$ cat config.mk
export PLATFORM = sky130hd
export DESIGN_NAME = toy_cpu_pipe
export DESIGN_NICKNAME = d
export VERILOG_FILES = /design/src/rtl/toy_cpu_pipe.sv
export SDC_FILE = /design/constraint.sdc
export NUM_CORES = 1
export LEC_CHECK = 0
export BUFFER_PORTS_ARGS = -buffer_cell sky130_fd_sc_hd__buf_2
export CAP_MARGIN = 20
export CORE_UTILIZATION = 54
export CTS_BUF_LIST = sky130_fd_sc_hd__clkbuf_4
export CTS_CLUSTER_DIAMETER = 120
export DETAILED_ROUTE_END_ITERATION = 10
export PLACE_DENSITY = 0.77
export RECOVER_POWER = 50
export SYNTH_ARGS = -nofsm -noshare
export SYNTH_HDL_FRONTEND = slang
export SYNTH_SLANG_ARGS = --single-unit
$ cat constraint.sdc
create_clock -name clk -period 4 [get_ports clk]
set_input_delay 0.8 -clock clk [delete_from_list [all_inputs] [get_ports clk]]
set_output_delay 0.8 -clock clk [all_outputs]
set_load 0.02 [all_outputs]
$ cat src/rtl/toy_cpu_pipe.sv
// toy_cpu_pipe: two-stage toy ALU pipeline (S1 operand latch, S2 result/flag register) over a small register file.
// Define TOY_CPU_FWD_EN to forward RAW-hazard operands from the S1 ALU result instead of stalling one cycle.
module toy_cpu_pipe #(
   parameter int WIDTH = 8,
   parameter int NREGS = 8
) (
   input  logic                       clk,
   input  logic                       rst,
   input  logic                       op_valid,
   output logic                       op_ready,
   input  logic [2:0]                 opcode,
   input  logic [$clog2(NREGS)-1:0]   src_a,
   input  logic [$clog2(NREGS)-1:0]   src_b,
   input  logic [$clog2(NREGS)-1:0]   dest,
   input  logic [WIDTH-1:0]           imm,
   output logic [WIDTH-1:0]           out,
   output logic                       out_valid,
   input  logic                       out_ready,
   output logic                       out_carry,
   output logic                       out_zero
);
   localparam int AW = $clog2(NREGS);
   localparam int SW = $clog2(WIDTH);

   localparam logic [2:0] OP_ADD  = 3'd0;
   localparam logic [2:0] OP_SUB  = 3'd1;
   localparam logic [2:0] OP_AND  = 3'd2;
   localparam logic [2:0] OP_OR   = 3'd3;
   localparam logic [2:0] OP_XOR  = 3'd4;
   localparam logic [2:0] OP_SHL  = 3'd5;
   localparam logic [2:0] OP_ADDI = 3'd6;
   localparam logic [2:0] OP_LI   = 3'd7;

   logic [WIDTH-1:0] rf_reg [NREGS];

   logic             s1_valid_reg;
   logic [2:0]       s1_op_reg;
   logic [AW-1:0]    s1_dest_reg;
   logic [WIDTH-1:0] s1_a_reg;
   logic [WIDTH-1:0] s1_b_reg;

   logic [WIDTH-1:0] out_reg;
   logic             out_valid_reg;
   logic             out_carry_reg;
   logic             out_zero_reg;

   logic [WIDTH:0]   alu_wide;
   logic [WIDTH-1:0] alu_res;
   logic             alu_carry;

   logic             s1_adv;
   logic             accept;
   logic             reads_a;
   logic             reads_b;
   logic             haz_a;
   logic             haz_b;
   logic             stall_hazard;
   logic [WIDTH-1:0] rd_a;
   logic [WIDTH-1:0] rd_b;
   logic [WIDTH-1:0] opnd_a;
   logic [WIDTH-1:0] opnd_b;
   logic [WIDTH-1:0] s1_b_next;

   // The extra MSB carries ADD carry-out and SUB borrow; logic ops leave it 0.
   always_comb begin
      alu_wide = '0;
      case (s1_op_reg)
         OP_ADD, OP_ADDI: alu_wide = {1'b0, s1_a_reg} + {1'b0, s1_b_reg};
         OP_SUB:          alu_wide = {1'b0, s1_a_reg} - {1'b0, s1_b_reg};
         OP_AND:          alu_wide = {1'b0, s1_a_reg & s1_b_reg};
         OP_OR:           alu_wide = {1'b0, s1_a_reg | s1_b_reg};
         OP_XOR:          alu_wide = {1'b0, s1_a_reg ^ s1_b_reg};
         OP_SHL:          alu_wide = {1'b0, s1_a_reg << s1_b_reg[SW-1:0]};
         default:         alu_wide = {1'b0, s1_b_reg};
      endcase
   end

   assign alu_res   = alu_wide[WIDTH-1:0];
   assign alu_carry = alu_wide[WIDTH];

   assign s1_adv  = s1_valid_reg && (!out_valid_reg || out_ready);
   assign reads_a = (opcode != OP_LI);
   assign reads_b = (opcode <= OP_SHL);
   assign haz_a   = s1_valid_reg && (s1_dest_reg != '0) && reads_a && (src_a == s1_dest_reg);
   assign haz_b   = s1_valid_reg && (s1_dest_reg != '0) && reads_b && (src_b == s1_dest_reg);
   assign rd_a    = rf_reg[src_a];
   assign rd_b    = rf_reg[src_b];

`ifdef TOY_CPU_FWD_EN
   // Acceptance with S1 full implies S1 advances on the same edge, so its ALU result is the committed value.
   assign stall_hazard = 1'b0;
   assign opnd_a       = haz_a ? alu_res : rd_a;
   assign opnd_b       = haz_b ? alu_res : rd_b;
`else
   assign stall_hazard = haz_a | haz_b;
   assign opnd_a       = rd_a;
   assign opnd_b       = rd_b;
`endif

   assign s1_b_next = (opcode >= OP_ADDI) ? imm : opnd_b;
   assign op_ready  = rst && (!s1_valid_reg || s1_adv) && !stall_hazard;
   assign accept    = op_valid && op_ready;

   always_ff @(posedge clk) begin
      if (!rst) begin
         s1_valid_reg  <= 1'b0;
         s1_op_reg     <= '0;
         s1_dest_reg   <= '0;
         s1_a_reg      <= '0;
         s1_b_reg      <= '0;
         out_reg       <= '0;
         out_valid_reg <= 1'b0;
         out_carry_reg <= 1'b0;
         out_zero_reg  <= 1'b0;
         for (int i = 0; i < NREGS; i++) begin
            rf_reg[i] <= '0;
         end
      end else begin
         if (accept) begin
            s1_valid_reg <= 1'b1;
            s1_op_reg    <= opcode;
            s1_dest_reg  <= dest;
            s1_a_reg     <= opnd_a;
            s1_b_reg     <= s1_b_next;
         end else if (s1_adv) begin
            s1_valid_reg <= 1'b0;
         end

         if (s1_adv) begin
            out_reg       <= alu_res;
            out_carry_reg <= alu_carry;
            out_zero_reg  <= (alu_res == '0);
            out_valid_reg <= 1'b1;
            if (s1_dest_reg != '0) begin
               rf_reg[s1_dest_reg] <= alu_res;
            end
         end else if (out_ready) begin
            out_valid_reg <= 1'b0;
         end
      end
   end

   assign out       = out_reg;
   assign out_valid = out_valid_reg;
   assign out_carry = out_carry_reg;
   assign out_zero  = out_zero_reg;
endmodule

Word level (Yosys, flattened, before mapping)
Memories as Yosys holds them, arrays and structs flattened. A register that Yosys moved wholly into a read port is not among the register bits.
Index checks and enable logic that the tools add are counted.
- $add $sub $neg: 2
- order comparisons: 2
- eq/ne operators: 9
- shift-type cells: 1
- muxes and demuxes: 14
- bitwise gates (word level): 4
- reductions and logical operators: 22
- operator list (cell ; count):
    $pmux 9 s6 ; 1
    $mux 8 ; 2
    $mux 1 ; 10
    $add 8x8->9 ; 1
    $eq 3x3->1 const B ; 3
    $logic_and 1x1->1 ; 9
    $sub 8x8->9 ; 1
    $and 8x8->8 ; 1
    $logic_not 8->1 ; 1
    $or 8x8->8 ; 1
    $reduce_or 8->1 ; 1
    $shl 8x3->8 ; 1
    $xor 8x8->8 ; 1
    $eq 3x2->1 const B ; 2
    $eq 3x3->1 ; 2
    $logic_not 1->1 ; 4
    $reduce_bool 2->1 ; 2
    $eq 3x1->1 const B ; 1
    $ge 3x3->1 const B ; 1
    $le 3x3->1 const B ; 1
    $logic_not 3->1 ; 1
    $mux 3 ; 1
    $ne 3x3->1 const B ; 1
    $reduce_bool 3->1 ; 1
    other kinds (3) ; 4
- bits in registers: 26
- memory bits (writable): 64
- input port bits: 24
- memories: 1
- memory list (memory ; words ; width ; read ports ; clocked after Yosys merged registers in ; write ports ; RTL line ; text):
    rf_reg ; 8 ; 8 ; 2 ; 1 ; 8 ; 34 ; logic [WIDTH-1:0] rf_reg [NREGS];

Depth between registers and ports, before layout
Gate-level depths: netlist (run 1).
- depth in word-level cells: 9
- depth in mapped cells: 12
- gate-level depth less buffers: 11

Worst setup path after synthesis (run 1)
Ideal clock, no wire load.
- kind: reg2reg
- start point: reg s1_op_reg[1]
- end point: reg out_zero_reg (netlist: out_zero)
- arrival: 2.939 ns
- required time: 3.884 ns
- setup slack: 0.945 ns
- cell stages (with the launch flop): 13
- path buffers: 3
- clock period less this slack: 3.055 ns
- path through: dfxtp_1 buf_4 buf_2 nor3b_2 mux2i_1 fa_1 mux2i_1 mux2_2 o221a_1 buf_6 and3b_1 and4_1 a41o_1
- word-level cells in the longest chain between the ends: 4
- elaborated cells between the ends (all ways): 10
- RTL lines (what ; RTL line ; text):
    start, declared ; 37 ; logic [2:0] s1_op_reg;
    start signal, assigned ; 121 ; s1_op_reg <= opcode;
    $eq 3x3->1 / $logic_not 3->1 (equally long branches) ; 67 ; case (s1_op_reg)
    $reduce_or 2->1 ; 67 ;
    $pmux 9 s6 (*) ; 67 ;
    $logic_not 8->1 (*) ; 132 ; out_zero_reg <= (alu_res == '0);
    end signal, assigned ; 132 ;
    end, declared ; 45 ; logic out_zero_reg;
Every way passes the cells marked *; elsewhere a longest branch is shown, timed or not.
A chain may end at the register's enable or synchronous reset.

Final worst setup path (run 1)
- start point: in opcode[2]
- end point: reg s1_b_reg[1]
- word-level cells in the longest chain between the ends: 7
- elaborated cells between the ends (all ways): 12
- RTL lines (what ; RTL line ; text):
    start, declared ; 11 ; input logic [2:0] opcode,
    $le 3x3->1 / $ne 3x3->1 (equally long branches) ; 83, 82 ;
    $logic_and 1x1->1 (on tied branches) (2 in a row) ; 85, 84 ;
    $or 1x1->1 ; 95 ; assign stall_hazard = haz_a | haz_b;
    $logic_not 1->1 ; 101 ; assign op_ready = rst && (!s1_valid_reg || s1_adv) && !stall_hazard;
    $logic_and 1x1->1 ; 101 ;
    $logic_and 1x1->1 ; 102 ; assign accept = op_valid && op_ready;
    end signal, assigned ; 124 ; s1_b_reg <= s1_b_next;
    end, declared ; 40 ; logic [WIDTH-1:0] s1_b_reg;
Parallel ways exist; a longest one is shown, timed or not.

==> results of run 1 <==
[metal layers]
| metal | wire length, µm | up-vias | share of wire (%) |
|---|---|---|---|
| met5 | 0 | - | 0 |
| met4 | 403 | 0 | 2.6 |
| met3 | 1720 | 35 | 11 |
| met2 | 7310 | 278 | 46 |
| met1 | 6320 | 2236 | 40 |
| li1 | - | 2075 | - |
[logic make-up (layout without fill, tap and decap cells)]
logic type,count (synthesis),count (layout),share of synthesized area (%)
DFF,98,98,42.9
muxes,76,76,20.6
adders and majority gates,27,27,5.69
AOI/OAI and AO/OA,86,86,9.76
and+or+nand+nor,190,190,14.6
xor gates and xnor gates,15,15,2.17
other,1,8,0.0618
buffers and inverters,53,82,4.21
[worst paths after layout]
| kind | endpoint | slack, ns | cells after the start |
|---|---|---|---|
| worst max register to register | s1_b_reg[1] | 0.64 | 6 |
| worst max-delay path | s1_b_reg[1] | 0.47 | 8 |
| worst min-delay path | out[5] | 0.46 | 2 |
| worst min register to register | out[5] | 0.46 | 2 |
[critical path: cells and delay by family]
kind                   cells  cell delay [ns]
AOI/OAI and AO/OA          1             0.11
buffers and inverters      2             1.42
muxes                      1             0.30
and+or+nand+nor            4             1.20
[layout by cell type, fill, tap and decap left out, types with 9 or more instances in the layout]
| master | instances |
|---|---|
| nand2_1 | 27 |
| mux4_2 | 36 |
| ha_1 | 26 |
| buf_2 | 22 |
| nand3b_1 | 10 |
| edfxtp_1 | 64 |
| inv_1 | 18 |
| clkbuf_1 | 16 |
| mux2i_1 | 35 |
| nor2_1 | 111 |
| dfxtp_1 | 34 |
| xnor2_1 | 15 |
| a21oi_1 | 22 |
| a211oi_1 | 16 |
| clkbuf_4 | 9 |
[stage by stage]
step	instance area [µm²]	utilization (%)	worst slack, ns	hold slack (ns)	instances
after detailed placement	6350	58.3	0.695	0.445	706
after CTS	6480	59.5	0.655	0.465	722
final	6440	59.1	0.466	0.465	722
after floorplan	6090	-	0.945	0.508	553
after global placement	6350	58.3	0.787	0.446	706
after global routing	6440	59.1	0.268	0.493	722
[area by class of cell]
type | count | area share [%]
multi-input cells | 402 | 50.1
flip-flops and latches | 98 | 40.4
repair buffers | 45 | 3.46
well taps | 140 | 2.72
inverters | 21 | 1.22
clock buffers | 9 | 1.05
clock inverters | 7 | 0.991
[where the power goes]
| part | total [µW] | switching [µW] | leakage (µW) | internal (µW) |
|---|---|---|---|---|
| sequential | 1180 | 52.1 | 0.000936 | 1120 |
| clock | 510 | 370 | 0.0000749 | 140 |
| combinational | 625 | 377 | 0.00136 | 248 |
| total | 2310 | 799 | 0.00237 | 1510 |
==> metrics.cfg, run 1 <==
[synth]
synth_warnings = 0
synth_most_common_cell = nor2_1
yosys.area.top_type = edfxtp_1
synth.distinct_cells = 66
seq_area_frac_synth_pct = 42.9
synthArstFlopShare_pct = 0
synth-seq-cells = 98
syn_inst = 546
synth_area_leaders = edfxtp_1, mux4_2, dfxtp_1
synth_flop_cell = edfxtp_1
netlist_area_um2 = 6060
syn_area_per_cell_um2 = 11.1
synth_top_area_share_pct = 31.7
yosys-top-cells-count = nor2_1, edfxtp_1, mux4_2
synth_edf_count = 64

[floorplanning]
coreArea_um2 = 10900
fp.dieW_um = 108
die_h_um = 108
rows = 38
dieArea_um2 = 11700
io_pins = 36
start_util_pct = 55.7

[clocking]
cts_setup_buffers = 0
ctsResizeCount = 0
clk_latency_ns = 0.48
cts_buffers = 9
cts.sinks = 98
cts_hold_buf = 0
root_buffer = clkbuf_4
clk_pin_slew_ns = 0.16
cts_tree = built
htreeDepth = 3
cts_buffer_depth = 2

[global_routing]
busiest_layer = met2
grt_pass1_vias = 4400
grt_pass1_wl_mm = 23.9
use_met1_pct = 39.4
antenna_found_initial = 0
overflow = 0
grt_max_degree = 29
use_met3_pct = 5.00
grt.total_usage_pct = 28.3
met2_usage_pct = 44.8

[sta]
slew_headroom_pct = -16.1
fmax_mhz = 283
hold_viol_final = 0
rsz0062_at_grt = false
finalCritPeriodShare_pct = 88.4
layout_min_cycle_time_ns = 3.53
slew_violations = 29
skew_ns = 0.0267
max_slew.worst_pin.slew_ns = 1.74
tns_ns = 0
setup_viol = 0

[run_status]
failed_checks = max-capacitance violations, max-slew violations
status = complete, but fails checks

[route]
routed_wl_mm = 15.7
dr.pass1.iters = 7
wire_per_inst_um = 21.8
drc = 0
ant_nets = 0
first_iter_violations = 368
vias_per_cell = 6.40
via_count = 4624

[layout]
num-fill-cells = 917
drive_gt1_share_pct = 16.3
syn_to_final_growth_pct = 6.17
multi_input_area_um2 = 3230
nNetsFinal = 628
largest_register_ffs = 64
seqCellArea_um2 = 2600
antenna_cells = 0

[worst_setup_path]
critPathCaptureType = register
worst_path_largest_cell_delay_ns = 1.31
critPathMaxFanout = 28
crit_top_cell = clkbuf_1
path_class = in2reg
slowest_stage = clkbuf_1
crit_arrival_ns = 3.86
required_ns = 4.32
critPathLaunch = opcode[2]
start_kind = input pin
worstReg2RegStart = s1_dest_reg[1]
cp_cell_sequence = clkbuf_1 > nand2_1 > nand4_1 > a21oi_1 > nor3b_1 > clkbuf_1 > mux2i_1 > nor2_1

[hold_path]
min_path_type = reg2reg
min_from = out[5]

[power_and_ir_drop]
leakagePower_uw = 0.00237
finalPower_uw = 2310
ir_drop_mv = 0.327
cellPowerDensity_nw_per_um2 = 359

[job]
drv_cap = 1

[placement]
gp_congestion = 0.938
port_buffers = 35
place_hpwl_mm = 11.2

(Power assumes the default switching activity.)
==> inputs of run 2 (changes only) <==
--- a/config.mk
+++ b/config.mk
@@ -13,6 +13,7 @@
 export DETAILED_ROUTE_END_ITERATION = 10
 export PLACE_DENSITY = 0.77
 export RECOVER_POWER = 50
+export REMOVE_ABC_BUFFERS = 1
 export SYNTH_ARGS = -nofsm -noshare
 export SYNTH_HDL_FRONTEND = slang
 export SYNTH_SLANG_ARGS = --single-unit
==> run 2 against run 1 <==
The flow still finishes with violations (max-capacitance violations, max-slew violations). Routed wire length is 3.8% lower. Die area stayed put. Cell count is 0.55% higher. Critical path depth stayed put. Register-to-register slack worse by 0.04 ns. Final area is 0.78% higher. Combinational power is 1% higher. Flip-flop and latch count stayed put. Hold slack better by 0.0024 ns. Core utilization is 0.46 points higher.
==> metrics.cfg, run 2 (synthesized netlist as in run 1, its figures left out) <==
[sta]
hold_viol_final = 0
whs_ns = 0.467
finalCritPeriodShare_pct = 87.9
fmax_mhz = 285
setup_viol = 0
skew_ns = 0.0222
max_slew.worst_pin.slew_ns = 1.75
rsz0062_at_grt = false
slew_headroom_pct = -16.7
slew_violations = 32
layout_min_cycle_time_ns = 3.51
tns_ns = 0

[job]
drv_cap = 1

[run_status]
status = complete, but fails checks
failed_checks = max-capacitance violations, max-slew violations

[power_and_ir_drop]
power_frac_seq_pct = 49.6
leakagePower_uw = 0.00240
p_sw_uw = 779
sw_frac_of_total_pct = 33.0
ir_drop_mv = 0.245
p_int_uw = 1580
cellPowerDensity_nw_per_um2 = 364
combPwrFrac_pct = 26.8
pwr-share-clk_pct = 23.5

[global_routing]
overflow = 0
met2_usage_pct = 42.6
antenna_found_initial = 1
busiest_layer = met2
grt_pass1_vias = 4417
use_met3_pct = 4.64
grt_max_degree = 32
grt_pass1_wl_mm = 23.6
use_met1_pct = 38.9
grt.total_usage_pct = 27.8

[floorplanning]
dieArea_um2 = 11700
io_pins = 36
start_util_pct = 55.7
rows = 38
die_h_um = 108
fp.dieW_um = 108
coreArea_um2 = 10900

[route]
ant_nets = 0
dr.pass1.iters = 5
vias_per_cell = 6.28
via_count = 4557
first_iter_violations = 421
routed_wl_mm = 15.1
wire_per_inst_um = 20.9
drc = 0

[placement]
postPlaceCellArea_um2 = 6370
gp_congestion = 0.941
place_hpwl_mm = 10.8
port_buffers = 35

[layout]
final_cell_area_um2 = 6490
finish.utilization_pct = 59.6
largest_register_ffs = 64
num-fill-cells = 903
syn_to_final_growth_pct = 6.99
multi_input_area_um2 = 3240
seqCellArea_um2 = 2600
layout_common_cells = nor2_1, edfxtp_1, mux4_2
drive_gt1_share_pct = 16.9
final_common_cell = nor2_1
nNetsFinal = 631

[clocking]
cts_buffers = 9
htreeDepth = 3
clk_pin_slew_ns = 0.15
clk_latency_ns = 0.46
cts_hold_buf = 0
cts_setup_buffers = 0
cts_buffer_depth = 2
ctsResizeCount = 0
cts.sinks = 98
cts_tree = built
root_buffer = clkbuf_4

[worst_setup_path]
critPathMaxFanout = 31
path_class = in2reg
required_ns = 4.31
critPathCaptureType = register
crit_arrival_ns = 3.82
start_kind = input pin

[hold_path]
min_path_type = reg2reg

-- run 2: per-layer routing --
metal | part of all wire (%) | up-vias
met2 | 46 | 247
met5 | 0 | -
met1 | 41 | 2212
met3 | 9.2 | 28
met4 | 3.3 | 0
li1 | - | 2070
-- run 2: worst paths after layout --
path | to | start | slack (ns) | depth (start not counted)
worst max-delay path | s1_b_reg[4] | src_b[2] | 0.49 | 8
worst min-delay path | out_carry | out_carry | 0.47 | 2
worst max register to register | rf_reg[3][5] | s1_b_reg[0] | 0.60 | 10
worst min register to register | out_carry | out_carry | 0.47 | 2
-- run 2: area by class of cell --
cell class                 count  area share [%]
multi-input combinational    402            49.9
antenna                        1          0.0386
timing repair buffer          48            3.84
tap                          140            2.70
sequential                    98            40.1
clock buffer                  10            1.16
clock inverter                 6            1.02
inverter                      21            1.21
-- run 2: power groups by stage --
stage          Sequential [µW]  Clock (µW)  Combinational, µW
6_report                  1170         555                633
5_1_grt                   1180         584                683
4_1_cts                   1170         549                627
3_5_place_dp              1190           0                621
3_3_place_gp              1190           0                610
2_1_floorplan             1190           0                420
-- run 2: critical path, cell delays in order --
cell and delay [ns]:
clkbuf_1 0.76, xnor2_1 0.14, nand4_1 0.12, a21oi_1 0.13
nor3b_4 0.19, clkbuf_1 1.28, mux2i_1 0.31, nor2_1 0.07
-- run 2: through the flow --
stage | total power [µW] | cells | setup slack, ns
after CTS | 2350 | 725 | 0.631
after floorplan | 1610 | 521 | 0.919
after global placement | 1800 | 709 | 0.814
final | 2360 | 726 | 0.486
after global routing | 2450 | 726 | 0.284
after detailed placement | 1810 | 709 | 0.666
